**config.mk**
```make
export PLATFORM = sky130hd
export DESIGN_NAME = redmule_mx_slot_packer
export DESIGN_NICKNAME = d
export VERILOG_FILES = /design/src/rtl/redmule_mx_slot_packer_pkg.sv /design/src/rtl/redmule_mx_slot_packer.sv
export SDC_FILE = /design/constraint.sdc
export NUM_CORES = 1
export LEC_CHECK = 0
export CORE_AREA = 2 2 313 315
export CTS_CLUSTER_DIAMETER = 50
export CTS_CLUSTER_SIZE = 40
export DETAILED_ROUTE_END_ITERATION = 10
export DIE_AREA = 0 0 315 317
export GPL_TIMING_DRIVEN = 0
export SYNTH_ARGS = -nofsm -noshare
export SYNTH_HDL_FRONTEND = slang
export SYNTH_SLANG_ARGS = --single-unit
```
**constraint.sdc**
```tcl
create_clock -name clk_i -period 2.23 [get_ports clk_i]
set_input_delay 0.446 -clock clk_i [delete_from_list [all_inputs] [get_ports clk_i]]
set_output_delay 0.446 -clock clk_i [all_outputs]
set_load 0.01 [all_outputs]
```
**src/rtl/redmule_mx_slot_packer_pkg.sv**
```systemverilog
// Shared types and constants for the MX output slot packer.
// State encoding plus slot-pairing and shared-exponent width constants.
package redmule_mx_slot_packer_pkg;

  typedef enum logic [1:0] {
    EMPTY = 2'd0,
    HALF  = 2'd1,
    FULL  = 2'd2
  } mx_pack_state_e;

  localparam int unsigned MX_SLOTS_PER_BEAT = 2;
  localparam int unsigned MX_SHARED_EXP_W   = 8;

endpackage

```
**src/rtl/redmule_mx_slot_packer.sv**
```systemverilog
// Pairs 256-bit FP8 slots into 512-bit beats with one shared exponent (FP16: one slot per beat).
// Optional beat/partial counters under REDMULE_MX_PACK_CNT_EN.
module redmule_mx_slot_packer
  import redmule_mx_slot_packer_pkg::*;
#(
  parameter int unsigned DATAW_ALIGN = 512,
  parameter int unsigned MX_DATA_W   = 256,
  parameter int unsigned MX_EXP_W    = MX_SHARED_EXP_W
) (
  input  logic                   clk_i,
  input  logic                   rst_ni,
  input  logic                   clear_i,
  input  logic                   mx_enable_i,
  input  logic                   flush_i,
  input  logic                   slot_valid_i,
  output logic                   slot_ready_o,
  input  logic [MX_DATA_W-1:0]   slot_data_i,
  input  logic [MX_EXP_W-1:0]    slot_exp_i,
  output logic                   data_valid_o,
  input  logic                   data_ready_i,
  output logic [DATAW_ALIGN-1:0] data_o,
  output logic                   exp_valid_o,
  input  logic                   exp_ready_i,
  output logic [MX_EXP_W-1:0]    exp_o,
  output logic                   exp_mismatch_o,
  output logic                   idle_o
`ifdef REDMULE_MX_PACK_CNT_EN
  ,
  output logic [31:0]            beat_cnt_o,
  output logic [15:0]            partial_cnt_o
`endif
);

  mx_pack_state_e state_q, state_d;
  logic [MX_DATA_W-1:0]   lower_q, lower_d;
  logic [MX_EXP_W-1:0]    lower_exp_q, lower_exp_d;
  logic [DATAW_ALIGN-1:0] beat_q, beat_d;
  logic [MX_EXP_W-1:0]    exp_q, exp_d;
  logic                   data_sent_q, data_sent_d;
  logic                   exp_sent_q, exp_sent_d;
  logic                   mismatch_q, mismatch_d;
  logic                   flushed_q, flushed_d;

  logic data_hs, exp_hs, retire, accept, take_first;

  assign data_valid_o = (state_q == FULL) && !data_sent_q;
  assign exp_valid_o  = (state_q == FULL) && mx_enable_i && !exp_sent_q;
  assign data_hs      = data_valid_o && data_ready_i;
  assign exp_hs       = exp_valid_o && exp_ready_i;

  assign retire = (state_q == FULL) && (data_sent_q || data_hs) &&
                  (!mx_enable_i || exp_sent_q || exp_hs);

  // Ready looks through the output handshakes so a retiring beat can take a slot in the same cycle.
  assign slot_ready_o = (state_q != FULL) || retire;
  assign accept       = slot_valid_i && slot_ready_o;
  assign take_first   = accept && ((state_q == EMPTY) || (state_q == FULL && retire));

  always_comb begin
    state_d     = state_q;
    lower_d     = lower_q;
    lower_exp_d = lower_exp_q;
    beat_d      = beat_q;
    exp_d       = exp_q;
    data_sent_d = data_sent_q;
    exp_sent_d  = exp_sent_q;
    mismatch_d  = mismatch_q;
    flushed_d   = flushed_q;

    case (state_q)
      EMPTY: ;
      HALF: begin
        if (accept) begin
          beat_d      = {slot_data_i, lower_q};
          exp_d       = lower_exp_q;
          flushed_d   = 1'b0;
          data_sent_d = 1'b0;
          exp_sent_d  = 1'b0;
          state_d     = FULL;
          if (slot_exp_i != lower_exp_q) mismatch_d = 1'b1;
        end else if (flush_i) begin
          beat_d      = {{(DATAW_ALIGN-MX_DATA_W){1'b0}}, lower_q};
          exp_d       = lower_exp_q;
          flushed_d   = 1'b1;
          data_sent_d = 1'b0;
          exp_sent_d  = 1'b0;
          state_d     = FULL;
        end
      end
      FULL: begin
        if (retire) begin
          data_sent_d = 1'b0;
          exp_sent_d  = 1'b0;
          state_d     = EMPTY;
        end else begin
          data_sent_d = data_sent_q || data_hs;
          exp_sent_d  = exp_sent_q || exp_hs;
        end
      end
      default: state_d = EMPTY;
    endcase

    // First slot of a beat, whether arriving into EMPTY or behind a retiring beat.
    if (take_first) begin
      data_sent_d = 1'b0;
      exp_sent_d  = 1'b0;
      if (mx_enable_i) begin
        lower_d     = slot_data_i;
        lower_exp_d = slot_exp_i;
        state_d     = HALF;
      end else begin
        beat_d    = {{(DATAW_ALIGN-MX_DATA_W){1'b0}}, slot_data_i};
        flushed_d = 1'b0;
        state_d   = FULL;
      end
    end

    if (clear_i) begin
      state_d     = EMPTY;
      lower_d     = '0;
      lower_exp_d = '0;
      beat_d      = '0;
      exp_d       = '0;
      data_sent_d = 1'b0;
      exp_sent_d  = 1'b0;
      mismatch_d  = 1'b0;
      flushed_d   = 1'b0;
    end
  end

  always_ff @(posedge clk_i or negedge rst_ni) begin
    if (!rst_ni) begin
      state_q     <= EMPTY;
      lower_q     <= '0;
      lower_exp_q <= '0;
      beat_q      <= '0;
      exp_q       <= '0;
      data_sent_q <= 1'b0;
      exp_sent_q  <= 1'b0;
      mismatch_q  <= 1'b0;
      flushed_q   <= 1'b0;
    end else begin
      state_q     <= state_d;
      lower_q     <= lower_d;
      lower_exp_q <= lower_exp_d;
      beat_q      <= beat_d;
      exp_q       <= exp_d;
      data_sent_q <= data_sent_d;
      exp_sent_q  <= exp_sent_d;
      mismatch_q  <= mismatch_d;
      flushed_q   <= flushed_d;
    end
  end

  assign data_o         = beat_q;
  assign exp_o          = exp_q;
  assign exp_mismatch_o = mismatch_q;
  assign idle_o         = (state_q == EMPTY);

`ifdef REDMULE_MX_PACK_CNT_EN
  logic [31:0] beat_cnt_q;
  logic [15:0] partial_cnt_q;

  always_ff @(posedge clk_i or negedge rst_ni) begin
    if (!rst_ni) begin
      beat_cnt_q    <= '0;
      partial_cnt_q <= '0;
    end else if (clear_i) begin
      beat_cnt_q    <= '0;
      partial_cnt_q <= '0;
    end else if (retire) begin
      beat_cnt_q <= beat_cnt_q + 32'd1;
      if (flushed_q) partial_cnt_q <= partial_cnt_q + 16'd1;
    end
  end

  assign beat_cnt_o    = beat_cnt_q;
  assign partial_cnt_o = partial_cnt_q;
`endif

endmodule
```
==> metrics <==
initial antenna violation count 22; LEAKAGE ~21 nW; share of cells above drive strength 1 18.14%; TritonCTS clock tree yes; Core Region 96,280 um2; Netlist cell types 36; FF-to-FF path depth 11; largest net degree at the start of global routing roughly 120; worst rel slew slack about 23%; Hold Startpoint mx_enable_i; Worst-path clk slew ~0.06 ns; Num CTS Buffers 101; Post-layout nets between 4k and 5k; Post-synth EDFFs 0; Buffers on Ports 794; Placed Area 45,370 um2; Worst VDD drop roughly 0.70 mV; Least-Margin Pin Slew 1.160 ns; Crit Reg-Reg Endpoint data_o[24]$_DFF_PN0_; synthesized net count around 3.9k; most frequent cells in the layout dfrtp_1, clkdlybuf4s50_1, nand2_1; RSZ-0062 raised after global routing yes; worst slack, placed -1.317 ns; dpl hpwl roughly 110,000 um; FP Rows 114; post-synthesis cell count around 3.6k; Die Span X ~320 um; Root Driver clkbuf_16; failing checks setup timing; Tot GR Track Use between 20% and 30%; initial DRC count 3,472; max cap viols 0; syn avg cell area 9.949 um2; Final ANT Viol Nets 0; Worst setup startpoint state_q[0]$_DFFE_PN0P_; Remaining DRCs 0; dpl cells around 5.7k; Worst Path Max Fanout 6; Pre-antenna DRT Iters 5; initial core utilization between 30 and 40%; total gr overflow 0; Seq/Total Area, Yosys about 55%; Final Non-Filler Cells 5,912; most common cell after layout, fill and taps aside dfrtp_1; Startpoint Class flip-flop; Setup TNS -0.3679 ns; final hold violations 0; TritonCTS Sinks roughly 800; clk buf depth 3; final setup margin -0.04449 ns; status finished with violations; Worst setup EP type flip-flop; Hold Path Sink data_sent_q$_DFFE_PN0P_; setup violators final 25; Area Overhead vs Synth 45.19%; Final Cell Area just over 50,000 um2; FF+latch count, synth just under 800; die span in y around 320 um; Top FF cell, synth dfrtp_1; Post-Syn Area 35,630 um2; Async SR Flop Fraction 100.0%; yosys warns 0; period utilization 102.0%; vias in the first global route around 32k; Critical Path RT 2.80 ns; r2r startpoint state_q[0]$_DFFE_PN0P_; worst-skew pair later-pin latency approximately 0.7 ns; routability cong. between 0.8 and 0.9; global-route wire length before repair about 220,000 um; fillers ~8.7k; Worst Hold Depth 5; I/O pin total 797; critical path arrival ~2.9 ns; detailed-route via count between 30k and 40k; fmax roughly 440 MHz; DR vias/cell 5.604; H-Tree Depth 3; WL final 150,000 um; Crit Path Class reg -> reg; Min-Delay Path Class in -> reg; worst clock skew roughly 0.022 ns; Routed wire per std cell approximately 25 um; Power per Cell Area about 830 nW/um2; Die ar. approximately 100,000 um2; reg2reg setup slack -0.04 ns; crit path time final between 2 and 2.5 ns; max-slew violation count 0
## worst max-delay path, cell delays in order, from the launching register on
cell and delay (ns):
dfrtp_1 0.40, inv_2 0.09, ha_4 0.15, buf_6 0.12, nand3b_1 0.18, o311a_4 0.26, buf_12 0.11, clkbuf_16 0.17
clkbuf_16 0.20, clkbuf_16 0.18, nand2_4 0.05, a311oi_2 0.25
## where the power goes
part           total, W  switching, W  internal (W)
clock network    0.0179       0.00718        0.0107
logic           0.00912       0.00517       0.00395
registers        0.0159      0.000656        0.0153
total            0.0430        0.0130        0.0300
## per-stage QoR
step,util (%),hold WS (ns),total power (W)
5_1_grt,53.72,0.3356,0.04442
6_report,53.72,0.3237,0.04299
3_3_place_gp,46.92,0.5049,0.02385
4_1_cts,51.65,0.2754,0.04218
3_5_place_dp,47.12,0.3951,0.02397
2_1_floorplan,-,0.1504,0.01971
## cell families (layout without fill, tap and decap cells)
group	after synthesis	count (layout)	share of synthesized area [%]
AO/OA/AOI/OAI	804	804	20.17
XOR/XNOR	8	8	0.1967
adder cells (fa/ha/maj)	3	3	0.1054
buffers and inverters	385	1423	5.314
flip-flops	789	789	55.42
multiplexers	1	1	0.03161
other	0	17	0
AND/OR/NAND/NOR	1591	1591	18.76
## flip-flops by register name, summed over array words and instances, names as in the netlist
name,cells
state_q,2
lower_exp_q,8
exp_mismatch_o,1
lower_q,256
data_sent_q,1
exp_sent_q,1
exp_o,8
data_o,512
## cell type report
class                      instances  area (um2)  area share, %
sequential                       789       19740          38.17
buffer                           376        3147          6.084
timing repair buffer             851        9000          17.40
antenna                           17       42.54        0.08224
tap                             1276        1597          3.087
clock inverter                    73       969.7          1.875
clock buffer                     116        2705          5.230
multi-input combinational       2407       14490          28.02
inverter                           7       26.28        0.05080
## repair_timing
action / in CTS / in global routing
pin swaps: 5 / 84
hold endpoints to repair: 51 / 0
resized for setup: 223 / 486
endpoints found under the setup margin: 795 / 780
hold buffers: 2 / 0
gates cloned: 3 / 23
buffers inserted: 10 / 12
## cell usage after synthesis (2+ instances only)
master / number / area [um2]
o21ai_0: 267 / 1336
a311oi_2: 240 / 3603
a22oi_1: 256 / 1922
nand3b_1: 2 / 15.01
ha_1: 3 / 37.54
buf_4: 7 / 52.55
o21ai_1: 2 / 10.01
and2_1: 2 / 12.51
nand2_1: 796 / 2988
buf_6: 23 / 259.0
a21oi_1: 12 / 60.06
nand4_1: 268 / 1677
o211ai_1: 2 / 15.01
nor2_1: 517 / 1941
xnor2_1: 8 / 70.07
a311oi_1: 16 / 140.1
dfrtp_1: 789 / 19740
buf_2: 199 / 996.0
inv_1: 6 / 22.52
clkbuf_1: 149 / 559.3
nor2b_1: 2 / 12.51
## metal layers
metal	wire length [um]	vias to the layer above	share of wire, %	GRT usage, %
met5	81	-	0.054	0
met4	5799	12	3.9	10.55
met3	10870	271	7.2	6.567
met2	70330	1328	47	44.77
met1	62950	16820	42	38.37
li1	-	14700	-	-
## worst max-delay path by stage
stage                                  to  depth (start not counted)
global route        data_o[119]$_DFF_PN0_                         10
finish               data_o[24]$_DFF_PN0_                         11
CTS                           exp_valid_o                          6
detailed placement  data_o[469]$_DFF_PN0_                          7
floorplan           data_o[371]$_DFF_PN0_                         10
global placement    data_o[392]$_DFF_PN0_                          1
(Power assumes the default switching activity.)
